<file path="src/rtl/ray_column_sched_if.sv">
// Signal bundle between the column scheduler, the frame requester, the ray caster
// and the column-buffer write port. The slave modport is the scheduler's view.
interface ray_column_sched_if #(
    parameter int HEIGHT_W = 8
);
    logic                frame_start;
    logic [6:0]          frame_turn;
    logic [15:0]         frame_pos_x;
    logic [15:0]         frame_pos_y;
    logic                frame_busy;
    logic                frame_done;
    logic                timeout_err;

    logic [8:0]          ray_x;
    logic [6:0]          ray_turn;
    logic [15:0]         ray_map_pos_x;
    logic [15:0]         ray_map_pos_y;
    logic                ray_start;
    logic                ray_busy;
    logic [23:0]         ray_line_height;
    logic [7:0]          ray_line_color;
    logic [6:0]          ray_line_tex_x;

    logic                col_we;
    logic [8:0]          col_addr;
    logic [HEIGHT_W-1:0] col_height;
    logic [7:0]          col_color;
    logic [6:0]          col_tex_x;

    modport slave (
        input  frame_start, frame_turn, frame_pos_x, frame_pos_y,
        output frame_busy, frame_done, timeout_err,
        output ray_x, ray_turn, ray_map_pos_x, ray_map_pos_y, ray_start,
        input  ray_busy, ray_line_height, ray_line_color, ray_line_tex_x,
        output col_we, col_addr, col_height, col_color, col_tex_x
    );

    modport master (
        output frame_start, frame_turn, frame_pos_x, frame_pos_y,
        input  frame_busy, frame_done, timeout_err,
        input  ray_x, ray_turn, ray_map_pos_x, ray_map_pos_y, ray_start,
        output ray_busy, ray_line_height, ray_line_color, ray_line_tex_x,
        input  col_we, col_addr, col_height, col_color, col_tex_x
    );
endinterface

</file>
<file path="src/rtl/ray_column_sched.sv">
// Frame sequencer for one ray caster: snapshots the view, casts every screen column
// in order and writes the clamped result into the column buffer.
module ray_column_sched #(
    parameter int SCREEN_W = 320,
    parameter int SCREEN_H = 240,
    parameter int HEIGHT_W = 8,
    parameter int TIMEOUT  = 1023
) (
    input  logic               clk,
    input  logic               rst,
    ray_column_sched_if.slave  bus
);
    localparam int CNT_W = $clog2(TIMEOUT + 1);

    typedef enum logic [2:0] {
        S_IDLE, S_ISSUE, S_ARM, S_WAIT, S_WRITE, S_DONE
    } state_e;

    state_e              state_q, state_d;
    logic [8:0]          x_q, x_d;
    logic [CNT_W-1:0]    wait_q, wait_d;
    logic [6:0]          turn_q, turn_d;
    logic [15:0]         pos_x_q, pos_x_d;
    logic [15:0]         pos_y_q, pos_y_d;
    logic [HEIGHT_W-1:0] height_q, height_d;
    logic [7:0]          color_q, color_d;
    logic [6:0]          tex_q, tex_d;
    logic                busy_q, busy_d;
    logic                done_q, done_d;
    logic                terr_q, terr_d;
    logic                start_q, start_d;
    logic                we_q, we_d;
    logic [HEIGHT_W-1:0] clamped;

    // Full 24-bit compare: a large height must not alias into range via its low bits.
    assign clamped = (bus.ray_line_height > 24'(SCREEN_H)) ? HEIGHT_W'(SCREEN_H)
                                                           : bus.ray_line_height[HEIGHT_W-1:0];

    // NOTE: every variable gets its hold value first so no path leaves it unassigned (no latch).
    always_comb begin
        state_d  = state_q;
        x_d      = x_q;
        wait_d   = wait_q;
        turn_d   = turn_q;
        pos_x_d  = pos_x_q;
        pos_y_d  = pos_y_q;
        height_d = height_q;
        color_d  = color_q;
        tex_d    = tex_q;
        busy_d   = busy_q;
        terr_d   = terr_q;

        case (state_q)
            S_IDLE: begin
                if (bus.frame_start) begin
                    turn_d  = bus.frame_turn;
                    pos_x_d = bus.frame_pos_x;
                    pos_y_d = bus.frame_pos_y;
                    x_d     = '0;
                    terr_d  = 1'b0;
                    busy_d  = 1'b1;
                    state_d = S_ISSUE;
                end
            end
            S_ISSUE: state_d = S_ARM;
            S_ARM: begin
                wait_d  = '0;
                state_d = S_WAIT;
            end
            S_WAIT: begin
                if (!bus.ray_busy) begin
                    height_d = clamped;
                    color_d  = bus.ray_line_color;
                    tex_d    = bus.ray_line_tex_x;
                    state_d  = S_WRITE;
                end else if (wait_q == CNT_W'(TIMEOUT)) begin
                    height_d = '0;
                    color_d  = '0;
                    tex_d    = '0;
                    terr_d   = 1'b1;
                    state_d  = S_WRITE;
                end else begin
                    wait_d = wait_q + 1'b1;
                end
            end
            S_WRITE: begin
                if (x_q == 9'(SCREEN_W - 1)) begin
                    state_d = S_DONE;
                end else begin
                    x_d     = x_q + 1'b1;
                    state_d = S_ISSUE;
                end
            end
            S_DONE: begin
                busy_d  = 1'b0;
                state_d = S_IDLE;
            end
            default: state_d = S_IDLE;
        endcase

        // Strobes are registered from the next state so they line up with that state.
        start_d = (state_d == S_ISSUE);
        we_d    = (state_d == S_WRITE);
        done_d  = (state_d == S_DONE);
    end

    // NOTE: state registers use non-blocking assignments so all flops update together.
    always_ff @(posedge clk) begin
        if (rst) begin
            state_q  <= S_IDLE;
            x_q      <= '0;
            wait_q   <= '0;
            turn_q   <= '0;
            pos_x_q  <= '0;
            pos_y_q  <= '0;
            height_q <= '0;
            color_q  <= '0;
            tex_q    <= '0;
            busy_q   <= 1'b0;
            done_q   <= 1'b0;
            terr_q   <= 1'b0;
            start_q  <= 1'b0;
            we_q     <= 1'b0;
        end else begin
            state_q  <= state_d;
            x_q      <= x_d;
            wait_q   <= wait_d;
            turn_q   <= turn_d;
            pos_x_q  <= pos_x_d;
            pos_y_q  <= pos_y_d;
            height_q <= height_d;
            color_q  <= color_d;
            tex_q    <= tex_d;
            busy_q   <= busy_d;
            done_q   <= done_d;
            terr_q   <= terr_d;
            start_q  <= start_d;
            we_q     <= we_d;
        end
    end

    assign bus.frame_busy    = busy_q;
    assign bus.frame_done    = done_q;
    assign bus.timeout_err   = terr_q;
    assign bus.ray_x         = x_q;
    assign bus.ray_turn      = turn_q;
    assign bus.ray_map_pos_x = pos_x_q;
    assign bus.ray_map_pos_y = pos_y_q;
    assign bus.ray_start     = start_q;
    assign bus.col_we        = we_q;
    assign bus.col_addr      = x_q;
    assign bus.col_height    = height_q;
    assign bus.col_color     = color_q;
    assign bus.col_tex_x     = tex_q;
endmodule

</file>
<file path="src/flat_wrapper.sv">
// flat-port wrapper written by rule: the top's interface ports become plain ports
module ray_column_sched_flat 
#(
    parameter int SCREEN_W = 320,
    parameter int SCREEN_H = 240,
    parameter int HEIGHT_W = 8,
    parameter int TIMEOUT  = 1023
)
  (clk, rst, bus_frame_start, bus_frame_turn, bus_frame_pos_x, bus_frame_pos_y, bus_frame_busy, bus_frame_done, bus_timeout_err, bus_ray_x, bus_ray_turn, bus_ray_map_pos_x, bus_ray_map_pos_y, bus_ray_start, bus_ray_busy, bus_ray_line_height, bus_ray_line_color, bus_ray_line_tex_x, bus_col_we, bus_col_addr, bus_col_height, bus_col_color, bus_col_tex_x);
  ray_column_sched_if #(.HEIGHT_W(HEIGHT_W)) bus_i ();
  input  logic clk;
  input  logic rst;
  input wire logic [$bits(bus_i.frame_start)-1:0] bus_frame_start;
  input wire logic [$bits(bus_i.frame_turn)-1:0] bus_frame_turn;
  input wire logic [$bits(bus_i.frame_pos_x)-1:0] bus_frame_pos_x;
  input wire logic [$bits(bus_i.frame_pos_y)-1:0] bus_frame_pos_y;
  output wire logic [$bits(bus_i.frame_busy)-1:0] bus_frame_busy;
  output wire logic [$bits(bus_i.frame_done)-1:0] bus_frame_done;
  output wire logic [$bits(bus_i.timeout_err)-1:0] bus_timeout_err;
  output wire logic [$bits(bus_i.ray_x)-1:0] bus_ray_x;
  output wire logic [$bits(bus_i.ray_turn)-1:0] bus_ray_turn;
  output wire logic [$bits(bus_i.ray_map_pos_x)-1:0] bus_ray_map_pos_x;
  output wire logic [$bits(bus_i.ray_map_pos_y)-1:0] bus_ray_map_pos_y;
  output wire logic [$bits(bus_i.ray_start)-1:0] bus_ray_start;
  input wire logic [$bits(bus_i.ray_busy)-1:0] bus_ray_busy;
  input wire logic [$bits(bus_i.ray_line_height)-1:0] bus_ray_line_height;
  input wire logic [$bits(bus_i.ray_line_color)-1:0] bus_ray_line_color;
  input wire logic [$bits(bus_i.ray_line_tex_x)-1:0] bus_ray_line_tex_x;
  output wire logic [$bits(bus_i.col_we)-1:0] bus_col_we;
  output wire logic [$bits(bus_i.col_addr)-1:0] bus_col_addr;
  output wire logic [$bits(bus_i.col_height)-1:0] bus_col_height;
  output wire logic [$bits(bus_i.col_color)-1:0] bus_col_color;
  output wire logic [$bits(bus_i.col_tex_x)-1:0] bus_col_tex_x;
  assign bus_i.frame_start = bus_frame_start;
  assign bus_i.frame_turn = bus_frame_turn;
  assign bus_i.frame_pos_x = bus_frame_pos_x;
  assign bus_i.frame_pos_y = bus_frame_pos_y;
  assign bus_frame_busy = bus_i.frame_busy;
  assign bus_frame_done = bus_i.frame_done;
  assign bus_timeout_err = bus_i.timeout_err;
  assign bus_ray_x = bus_i.ray_x;
  assign bus_ray_turn = bus_i.ray_turn;
  assign bus_ray_map_pos_x = bus_i.ray_map_pos_x;
  assign bus_ray_map_pos_y = bus_i.ray_map_pos_y;
  assign bus_ray_start = bus_i.ray_start;
  assign bus_i.ray_busy = bus_ray_busy;
  assign bus_i.ray_line_height = bus_ray_line_height;
  assign bus_i.ray_line_color = bus_ray_line_color;
  assign bus_i.ray_line_tex_x = bus_ray_line_tex_x;
  assign bus_col_we = bus_i.col_we;
  assign bus_col_addr = bus_i.col_addr;
  assign bus_col_height = bus_i.col_height;
  assign bus_col_color = bus_i.col_color;
  assign bus_col_tex_x = bus_i.col_tex_x;
  ray_column_sched #(.SCREEN_W(SCREEN_W), .SCREEN_H(SCREEN_H), .HEIGHT_W(HEIGHT_W), .TIMEOUT(TIMEOUT)) u_core (.clk(clk), .rst(rst), .bus(bus_i));
endmodule
</file>
<file path="config.mk">
export PLATFORM = sky130hd
export DESIGN_NAME = ray_column_sched_flat
export DESIGN_NICKNAME = d
export VERILOG_FILES = /design/src/rtl/ray_column_sched_if.sv /design/src/rtl/ray_column_sched.sv /design/src/flat_wrapper.sv
export SDC_FILE = /design/constraint.sdc
export NUM_CORES = 1
export LEC_CHECK = 0
export ABC_AREA = 1
export CAP_MARGIN = 20
export CELL_PAD_IN_SITES_DETAIL_PLACEMENT = 1
export CELL_PAD_IN_SITES_GLOBAL_PLACEMENT = 1
export CORE_UTILIZATION = 30
export DETAILED_ROUTE_END_ITERATION = 8
export PLACE_DENSITY_LB_ADDON = 0.1
export SETUP_SLACK_MARGIN = 0.2
export SLEW_MARGIN = 20
export SYNTH_ARGS = -nofsm -noshare
export SYNTH_HDL_FRONTEND = slang
export SYNTH_SLANG_ARGS = --single-unit
</file>
<file path="constraint.sdc">
create_clock -name clk -period 3.2 [get_ports clk]
set_clock_uncertainty 0.15 [all_clocks]
set_input_delay 0.32 -clock clk [delete_from_list [all_inputs] [get_ports clk]]
set_output_delay 0.32 -clock clk [all_outputs]
set_load 0.02 [all_outputs]
</file>
### After elaboration in Yosys (flattened, before gate mapping)

Index checks and enable logic that the tools add are counted.

* add/subtract/negate cells: 2
* $mul: 0
* div/mod/pow operators: 0
* magnitude comparators: 1
* equality and inequality tests: 16
* shifts and indexed selects: 0
* multiplexer cells: 23
* bitwise gates (word level): 0
* reduce and logical (&&, ||, !) cells: 11

Operators by type and width (number)
* two-way mux 8 bit: 4
* greater-than comparator 24 x 8 -> 1 bit (second input constant): 1
* two-way mux 10 bit: 2
* case mux 10 bit (2 select lines): 1
* two-way mux 9 bit: 2
* case mux 9 bit (2 select lines): 1
* case mux 3 bit (5 select lines): 1
* two-way mux 7 bit: 2
* equality test 3 bit (second input constant): 4
* two-way mux 3 bit: 4
* adder 10 x 1 -> 10 bit (second input constant): 1
* equality test 10 bit (second input constant): 1
* adder 9 x 1 -> 9 bit (second input constant): 1
* equality test 9 bit (second input constant): 1
* != test 2 bit (second input constant): 4
* nonzero test 2 bit: 4
* equality test 3 x 1 -> 1 bit (second input constant): 2
* equality test 3 x 2 -> 1 bit (second input constant): 2
* AND reduction 2 bit: 3
* AND reduction 3 bit: 2
* two-way mux 1 bit: 4
* != test 2 x 1 -> 1 bit (second input constant): 2
* case mux 1 bit (2 select lines): 2
* AND reduction 4 bit: 1
* logical NOT 3 bit: 1

* flip-flop bits (word level): 89
* bits in latches: 0
* RAM bits: 0
* bits in read-only memories: 0
* input bits: 82
* output and inout port bits: 85
* memories: 0

### Longest topological paths before layout

Gate-level depths: netlist of run 1.

* depth after elaboration: 5
* depth in mapped cells: 10
* gate-level depth less buffers: 10

### Least setup slack after synthesis of run 1

Ideal clock, no wire load.

* path kind: reg2reg
* from: register u_core.x_q[0] (netlist: u_core.bus.col_addr[0])
* to: register u_core.x_q[7] (netlist: u_core.bus.col_addr[7])
* library setup time: 0.070 ns
* arrival: 1.539 ns
* data required time: 2.980 ns
* path slack: 1.440 ns
* cell stages (with the launch flop): 8
* buffers on the path: 0
* clock period less this slack: 1.760 ns
* cells stage by stage: dfxtp_1 ha_1 nand2_1 nor3_2 nand3_4 nand2_2 nand2_1 a21oi_1

* cells in the longest elaborated chain, start to end: 3
* elaborated cells on any way between the ends: 6
* classes of those cells: 1 x add/sub; 2 x eq/ne; 2 x mux; 1 x reduce/logical

Ends and longest elaborated chain
* from (decl): line ray_column_sched.sv:20 `logic [8:0] x_q, x_d;`
* from (signal assigned): line ray_column_sched.sv:111 `x_q <= '0;`
* from (signal assigned): line ray_column_sched.sv:126 `x_q <= x_d;`
* adder 9 x 1 -> 9 bit / equality test 9 bit (equally long branches): line ray_column_sched.sv:90, ray_column_sched.sv:87
* two-way mux 9 bit / != test 2 bit (equally long branches)
* case mux 9 bit (2 select lines) / AND reduction 3 bit (equally long branches)

Parallel ways exist; a longest one is shown, timed or not. The select of a mux whose other input is x is not followed.
A chain may end at the register's enable or synchronous reset.

### Worst setup path after layout of run 1

* from: register u_core.wait_q[0]
* to: register u_core.wait_q[1]

* cells in the longest elaborated chain, start to end: 4
* elaborated cells on any way between the ends: 7
* classes of those cells: 1 x add/sub; 2 x eq/ne; 3 x mux; 1 x reduce/logical

Ends and longest elaborated chain
* from (decl): line ray_column_sched.sv:21 `logic [CNT_W-1:0] wait_q, wait_d;`
* from (signal assigned): line ray_column_sched.sv:127 `wait_q <= wait_d;`
* adder 10 x 1 -> 10 bit: line ray_column_sched.sv:83 `wait_d = wait_q + 1'b1;`
* two-way mux 10 bit: line ray_column_sched.sv:76 `end else if (wait_q == CNT_W'(TIMEOUT)) begin`
* two-way mux 10 bit: line ray_column_sched.sv:71 `if (!bus.ray_busy) begin`
* case mux 10 bit (2 select lines): line ray_column_sched.sv:53 `case (state_q)`

Parallel ways exist; a longest one is shown, timed or not. The select of a mux whose other input is x is not followed.

==> results.txt, run 1 <==
Sorting the synthesized cells by how often they occur yields sky130_fd_sc_hd__nand2_1, sky130_fd_sc_hd__dfxtp_1, sky130_fd_sc_hd__a21oi_1. The die width works out to 115 µm. Measured on the finished design, the core utilization comes to 47.5%.

The startpoint identified for the worst register-to-register timing path is u_core.wait_q[0]. After synthesis, flip-flops and latches occupy 46.7% of the total area. STA classifies the critical path startpoint as a flip-flop.

The path category of the worst min-delay check is in2reg. Measured against its own limit, the worst slew margin works out to 43.3%. Across the VDD grid, the largest voltage drop is 0.000320 V. The adder-cell area share of the yosys netlist came out at 0.656%. The biggest area contributor in the post-synthesis netlist is sky130_fd_sc_hd__dfxtp_1.

In the synthesized netlist, the number of instances is 525. After detailed routing, the average wire length per cell comes to 14.7 µm. Summing all multi-input logic gate instances after layout gives 0.00169 mm². By area the synthesized netlist is led by sky130_fd_sc_hd__dfxtp_1, sky130_fd_sc_hd__nand2_1, sky130_fd_sc_hd__a21oi_1, sky130_fd_sc_hd__nand3_1, sky130_fd_sc_hd__nor2_1. After synthesis, the mean cell area works out to 7.26 µm². STA classifies the critical path endpoint as a flip-flop. Setup repair after global routing left no endpoint under its margin. Timing would allow up to 463 MHz. In this run the standard cell core region covers 0.0122 mm². Summing the areas of all xor and xnor instances in the mapped netlist gives 0.459% of the synthesized area. The synthesized netlist devotes 12.8% of its cell area to compound gates. The tools report the post-synth net total as 609. By area, the combinational part of the netlist is dominated by simple AND/OR/NAND/NOR gates. The startpoint identified for the worst hold timing path is rst. The first global-routing pass estimated 20000 µm of wire.

The tools report the hold-critical path endpoint as u_core.state_q[0]. Measured along the y axis, the die boundary spans 115 µm. Leakage power: 2.12 nW.

The clock sink count came out at 89. By instance count, the leading cell after synthesis is sky130_fd_sc_hd__nand2_1. Subtracting the final worst setup slack from the clock period gives 2160 ps. The run gives 0 as the final count of pins violating max slew.

Worst reg2reg path endpoint: u_core.wait_q[1]. For the number of max-capacitance violations reported, the log shows 0. Detailed placement finished with a half-perimeter wire length of 8790 µm. Global routing finished with a remaining overflow of 0. The post-route netlist has 4.90% of its cells at a drive strength greater than 1.

Counting along the longest clock path gives a buffer depth of 2. The run gives 12400 µm as the overall routed net length. For the final hold violation count, the log shows 0. Buffers inserted to repair hold after CTS numbered 0. The count of buffers inserted at the top-level ports was 166; the depth of the worst register-to-register path was 8. The post-cts repair resize count is 0. The most used flip-flop cell after synthesis is sky130_fd_sc_hd__dfxtp_1.

The final layout contains 753 nets. The tools report the initial antenna violation count as 1. For this block, the via count after detailed routing is 3973. Counting the buffers created by CTS gives 9. Once the clock tree was built, the setup fixing pass inserted 0 buffers. For this run, design rule violations remaining after detail routing come to 0. CTS built an H-tree with a depth of 3.

The worst-case register-to-register setup slack is 1040 ps, and the accumulated negative setup slack is 0 ps. The number of different library cells used by synthesis comes to 33. The per-cell via count in the routed design came out at 4.71.

The synthesized design contains 0 enable-type register cells. The total power is 2.81 mW. From synthesis to final layout, the design area changed by 52.0%.

The first-pass iteration count of the detailed router is 4, and the global-route usage over all layers is 19.5%. The power density over cell area is 485 mW/mm², and the I/O pin total is 167. The floorplan step defined a die boundary enclosing 0.0132 mm². The flow ran to the end, and the final reports show no timing, DRC or antenna violations.

After layout, the worst path uses 67.5% of the clock period. The synthesized netlist devotes 30.3% of its cell area to simple gates. Critical path required time: 3250 ps.

Entering global routing, the biggest net connects 78 pins. The register clock-pin slew on the reported worst setup and hold paths was 60 ps; the fraction of synthesis flops using an asynchronous set or reset pin was 0%. The first routing iteration left 173 violations.

The worst hold path depth came out at 4. Counting flops and latches in the post-synthesis netlist gives 89. For the worst-skew pair, the clock arrives at the later sink with an insertion delay of 340 ps.

Summing all flip-flop and latch instances after layout gives 0.00178 mm². TritonCTS built the clock tree. Counting the fill cells in the layout gives 1523. The largest driver fanout on the critical path was 13; the number of core rows was 40.

The endpoint arrival time on the critical path was 2210 ps. The tree is rooted in a sky130_fd_sc_hd__clkbuf_16. During synthesis, Yosys emitted a total of 0 warnings. The portion of synthesized area spent on multiplexers is 0%.

The fraction of post-synthesis cell area in the top cell type by area was 46.7%; the count of endpoints failing setup in the final report was 0. For the pin with the worst max-slew slack, the measured transition is 851 ps. The startpoint-to-endpoint class of the critical path was reg2reg. The detail route stage leaves a number of antenna-violating nets equal to 0. The initial utilization of the core area, before any placement, comes to 31.2%. Routability-driven placement finished with a final weighted congestion of 0.744.

In this run the cell area of the synthesized design comes to 0.00381 mm². For the number of global-route vias before repair, the log shows 4044.
## metal layers
metal | GRT usage, % | vias to the layer above | routed length [µm]
li1 | - | 1991 | -
met1 | 21.1 | 1873 | 5100
met2 | 33.8 | 95 | 6110
met3 | 8.75 | 14 | 1000
met4 | 6.75 | 0 | 203
met5 | 0 | - | 0
## metrics by stage
stage               std cells  cell area (µm²)  hold WS, ps  worst slack (ps)
CTS                       842             5790          199              1050
finish                    843             5800          198              1040
global route              842             5790          233               839
global placement          826             5500          292              1130
floorplan                 525             3810          317              1440
detailed placement        826             5500          306              1070
## cell families after synthesis
logic type / after synthesis
compound gates: 94
buf+inv: 73
xor+xnor: 2
fa+ha+maj: 2
flops: 89
simple gates: 265
## report_power, final
group / switching (mW) / total [mW] / internal, mW
clock network: 0.429 / 1.05 / 0.625
logic: 0.301 / 0.547 / 0.246
registers: 0.0407 / 1.21 / 1.17
## flip-flops by register name, indices dropped and copies added (netlist names)
name,flops
u_core.bus.ray_map_pos_x,16
u_core.bus.ray_map_pos_y,16
u_core.wait_q,10
u_core.bus.col_addr,9
u_core.bus.col_color,8
u_core.bus.col_height,8
u_core.bus.col_tex_x,7
u_core.bus.ray_turn,7
u_core.state_q,3
u_core.bus.col_we,1
u_core.bus.frame_busy,1
u_core.bus.frame_done,1
u_core.bus.ray_start,1
u_core.bus.timeout_err,1
## how the worst max path moves through the flow
stage                                        endpoint  slack [ps]                    from
after floorplan                u_core.bus.col_addr[7]        1440  u_core.bus.col_addr[0]
after global placement    u_core.bus.ray_map_pos_y[1]        1130       u_core.state_q[0]
after detailed placement             u_core.wait_q[1]        1070        u_core.wait_q[0]
after CTS                            u_core.wait_q[1]        1050        u_core.wait_q[0]
after global routing                 u_core.wait_q[1]         840        u_core.wait_q[0]
final                                u_core.wait_q[1]        1040        u_core.wait_q[0]
## worst max-delay path, cell delays in order (launching register included)
cell,delay (ps)
sky130_fd_sc_hd__dfxtp_1,520
sky130_fd_sc_hd__ha_1,290
sky130_fd_sc_hd__nand3_1,170
sky130_fd_sc_hd__nor2_2,150
sky130_fd_sc_hd__nand3_2,100
sky130_fd_sc_hd__nand3_2,230
sky130_fd_sc_hd__inv_1,190
sky130_fd_sc_hd__o21ai_1,160
sky130_fd_sc_hd__nor2_1,50
## layout make-up
| cell class | count | share of cell area (%) |
|---|---|---|
| antenna | 1 | 0.0432 |
| multi-input combinational | 363 | 29.1 |
| sequential | 89 | 30.7 |
| timing repair buffer | 170 | 29.1 |
| inverter | 36 | 2.33 |
| clock inverter | 3 | 0.691 |
| clock buffer | 13 | 4.32 |
| tap | 168 | 3.63 |
## cells in the final DEF, fill, tap and decap left out, types with 4 or more instances in the layout
cell type and count:
sky130_fd_sc_hd__nand4_1 7, sky130_fd_sc_hd__o21ai_0 7, sky130_fd_sc_hd__a21oi_1 77, sky130_fd_sc_hd__nor2_1 38, sky130_fd_sc_hd__nand2_1 139, sky130_fd_sc_hd__clkdlybuf4s50_1 165
sky130_fd_sc_hd__dfxtp_1 89, sky130_fd_sc_hd__nand3_1 66, sky130_fd_sc_hd__nor2_2 4, sky130_fd_sc_hd__inv_1 32, sky130_fd_sc_hd__clkbuf_16 9, sky130_fd_sc_hd__buf_4 4
(Power assumes the default switching activity.)
==> run 2: changes to the inputs <==
--- a/config.mk
+++ b/config.mk
@@ -9,7 +9,7 @@
 export CAP_MARGIN = 20
 export CELL_PAD_IN_SITES_DETAIL_PLACEMENT = 1
 export CELL_PAD_IN_SITES_GLOBAL_PLACEMENT = 1
-export CORE_UTILIZATION = 30
+export CORE_UTILIZATION = 29
 export DETAILED_ROUTE_END_ITERATION = 8
 export PLACE_DENSITY_LB_ADDON = 0.1
 export SETUP_SLACK_MARGIN = 0.2
==> constraint.sdc (replaced) <==
create_clock -name clk -period 2 [get_ports clk]
set_clock_uncertainty 0.15 [all_clocks]
set_input_delay 0.2 -clock clk [delete_from_list [all_inputs] [get_ports clk]]
set_output_delay 0.2 -clock clk [all_outputs]
set_load 0.02 [all_outputs]
==> run 2 against run 1 <==
  * Sequential share of layout area shrank 1.0 points
  * Via count grew 2.4%
  * Global-route usage grew 0.28 points
  * Largest power group unchanged
==> results.txt, run 2 (synthesis gave the netlist of run 1 again) <==
The logs give 19.8% (+0.28 points) for the global-route usage over all layers and 295 ps (-746 ps) for the final critical-path setup slack. Via count of the routed design: 4069 (+2.4%). The overall routed net length was 13200 µm (+6.2%); the leftover overflow at the end of global routing was 0 (unchanged). The logs give 79.4 ps (-987 ps) for the worst slack at placement and 0.00174 mm² (+3.0%) for the multi-input gate area in the final layout. The tools report the leakage power as 2.36 nW (+11%).

Setup repair after global routing left no endpoint under its margin. The number of remaining DRC errors is 0 (unchanged), and the worst hold slack is 75.8 ps (-122 ps). The logs give 0.775 (+4.1%) for the global placement routability congestion and 1.27 mW (+65%) for the switching power total. The hold-fix buffer count after cts was 0 (unchanged). The accumulated negative setup slack came out at 0 ps (unchanged). The startpoint-to-endpoint class of the critical path was reg2out.

The die width is 117 µm (+1.7%). The most common cell after layout, fill and taps aside was sky130_fd_sc_hd__clkdlybuf4s50_1. The startpoint type of the worst setup path was a flip-flop. The path category of the worst min-delay check is in2reg. The area enclosed by the die boundary is 0.0136 mm² (+3.4%). For the final core utilization, the log shows 47.3% (-0.12 points). The number of nets with antenna violations after routing is 0 (unchanged).

The estimated wirelength of the detail-placed design was 9650 µm (+9.7%). TritonCTS built the clock tree. The fraction of power spent switching nets is 27.3% (-0.15 points).

The buffer cell driving the clock tree root was sky130_fd_sc_hd__clkbuf_16. The proportion of power drawn by flip-flops and latches is 41.4% (-1.7 points). For the final count of pins violating max slew, the log shows 0 (unchanged). The TritonCTS buffer count is 9 (unchanged), and the combined flip-flop and latch cell area is 0.00179 mm² (+0.49%). The initial antenna violation count came out at 0 (-1). The flow ran to the end, and the final reports show no timing, DRC or antenna violations. The per-cell via count in the routed design was 4.72 (+0.16%). The register clock-pin slew on the reported worst setup and hold paths is 60 ps (about the same), and the largest stage delay on the critical path is 630 ps (+110 ps). The layout overhead on the synthesized area came out at 57.9%. The critical path goes through clkdlybuf4s50_1. The tools report the global-route wire length before repair as 20500 µm (+2.5%). The post-route standard cell area excluding fillers was 0.00602 mm² (+3.9%); the number of placed instances with taps included was 842 (+1.9%). The combinational group share of total power was 20.2% (+0.7 points); the largest driver fanout on the critical path was 5 (-8).

The run gives 61.3% (+18 points) as the relative slew slack. For the initial detailed-routing violation count, the log shows 151 (-13%). The slew at the pin closest to its max-slew limit works out to 581 ps (-270 ps). The run gives 769 (+2.1%) as the final net count.

The count of buffers inserted at the top-level ports is 166 (unchanged), and the number of antenna repair diodes is 0 (-1). The maximum number of buffers from clock root to sink is 2 (unchanged), and the first-pass iteration count of the detailed router is 4 (unchanged). The clock sink count was 89 (unchanged); the total buffers and inverters traversed by the critical path was 1 (unchanged). For the latest clock arrival within the worst-skew pair, the log shows 340 ps (about the same). The tools report the number of max-capacitance violations reported as 0 (unchanged). Timing would allow up to 586 MHz. The run gives 0 (unchanged) as the final hold violation count. Among cell families on the critical path, the largest total delay comes from buffers and inverters.

The wire length per cell after detailed routing was 15.3 µm (+3.8%); the total power was 4.67 mW (+66%). The endpoint arrival time on the critical path was 1360 ps (-850 ps); the shortest clock period the worst path allows after layout was 1710 ps. The logs give 41 (+2.5%) for the number of core rows and 0 (unchanged) for the count of endpoints failing setup in the final report. Vertical die dimension: 117 µm (+1.7%). The cell type of the slowest stage on the worst timing path is sky130_fd_sc_hd__clkdlybuf4s50_1. For the critical path required time, the log shows 1650 ps (-1600 ps). The number of global-route vias before repair was 4189 (+3.6%); the largest net degree at the start of global routing was 52 (-33%). The logs give 3.39 mW (+66%) for the internal portion of total power and 30.0% (-1.3 points) for the initial core utilization.

The logs give 3 (unchanged) for the number of H-tree levels and 0.0127 mm² (+4.2%) for the core footprint. The run gives 0.00560 mm² (+1.7%) as the instance area at placement. The power density over cell area is 775 mW/mm² (+60%), and the I/O pin total is 167 (unchanged).

For the final standard cell count with taps included and fillers excluded, the log shows 862 (+2.3%). The tools report the category of the worst setup path capture point as a primary output. The library cells used most frequently in the layout, excluding fill and tap cells, are sky130_fd_sc_hd__clkdlybuf4s50_1, sky130_fd_sc_hd__nand2_1, sky130_fd_sc_hd__dfxtp_1, sky130_fd_sc_hd__a21oi_1, sky130_fd_sc_hd__nand3_1. Clock share of power: 38.4% (+0.9 points). The share of final-layout standard cells stronger than drive strength 1 is 8.84% (+3.9 points), and the number of fill cells in the layout is 1568 (+3.0%). The final period utilization came out at 85.3%. The maximum vdd ir drop is 0.000536 V (+67%).
-- run 2: worst reg2reg max path, stage by stage, from the launching register on --
cell,delay (ps)
sky130_fd_sc_hd__dfxtp_4,380
sky130_fd_sc_hd__ha_4,140
sky130_fd_sc_hd__nand2_1,110
sky130_fd_sc_hd__nor3_4,280
sky130_fd_sc_hd__nand3_4,190
sky130_fd_sc_hd__nand2_4,160
sky130_fd_sc_hd__nand2_1,70
sky130_fd_sc_hd__a21oi_1,140
-- run 2: power groups by stage --
stage          registers (mW)  logic, mW  clock network, mW
6_report                 1.93      0.943               1.79
3_3_place_gp             1.96      0.910                  0
3_5_place_dp             1.97      0.931                  0
4_1_cts                  1.93      0.939               1.85
5_1_grt                  1.94       1.03               1.92
2_1_floorplan            2.07      0.354                  0
-- run 2: metal layers --
metal	vias to the layer above	part of all wire [%]	track usage [%]	routed length [µm]
met1	1929	38	20.2	4990
li1	2018	-	-	-
met2	102	53	36.3	6970
met5	-	0	0	0
met4	0	1.6	5.65	215
met3	20	7.6	8.67	1000
-- run 2: final cells by class --
| type | count | area share, % |
|---|---|---|
| Sequential cell | 89 | 29.7 |
| Clock inverter | 6 | 1.37 |
| Inverter | 36 | 2.33 |
| Clock buffer | 10 | 3.80 |
| Timing Repair Buffer | 186 | 30.3 |
| Multi-Input combinational cell | 363 | 28.9 |
| Tap cell | 172 | 3.57 |
-- run 2: repair_timing --
item                       4_1_cts  5_1_grt
gates resized for setup          8       24
setup buffers                    0        4
setup endpoints to repair       14       74
cloned                           0        0
pin swaps                        2        5
-- run 2: final timing paths --
| kind | from | end | slack (ps) | cells after the start |
|---|---|---|---|---|
| setup / recovery | u_core.bus.col_addr[6] | bus_col_addr[6] | 290 | 1 |
| hold reg to reg | u_core.bus.timeout_err | u_core.bus.timeout_err | 300 | 2 |
| hold / removal | rst | u_core.state_q[0] | 80 | 4 |
| setup reg to reg | u_core.bus.col_addr[1] | u_core.bus.col_addr[1] | 300 | 7 |
==> run 3: changes to the inputs <==
--- a/config.mk
+++ b/config.mk
@@ -6,7 +6,6 @@
 export NUM_CORES = 1
 export LEC_CHECK = 0
 export ABC_AREA = 1
-export CAP_MARGIN = 20
 export CELL_PAD_IN_SITES_DETAIL_PLACEMENT = 1
 export CELL_PAD_IN_SITES_GLOBAL_PLACEMENT = 1
 export CORE_UTILIZATION = 29
==> results of run 3 <==
Final layout, timing and power as in run 2 (identical DEF).
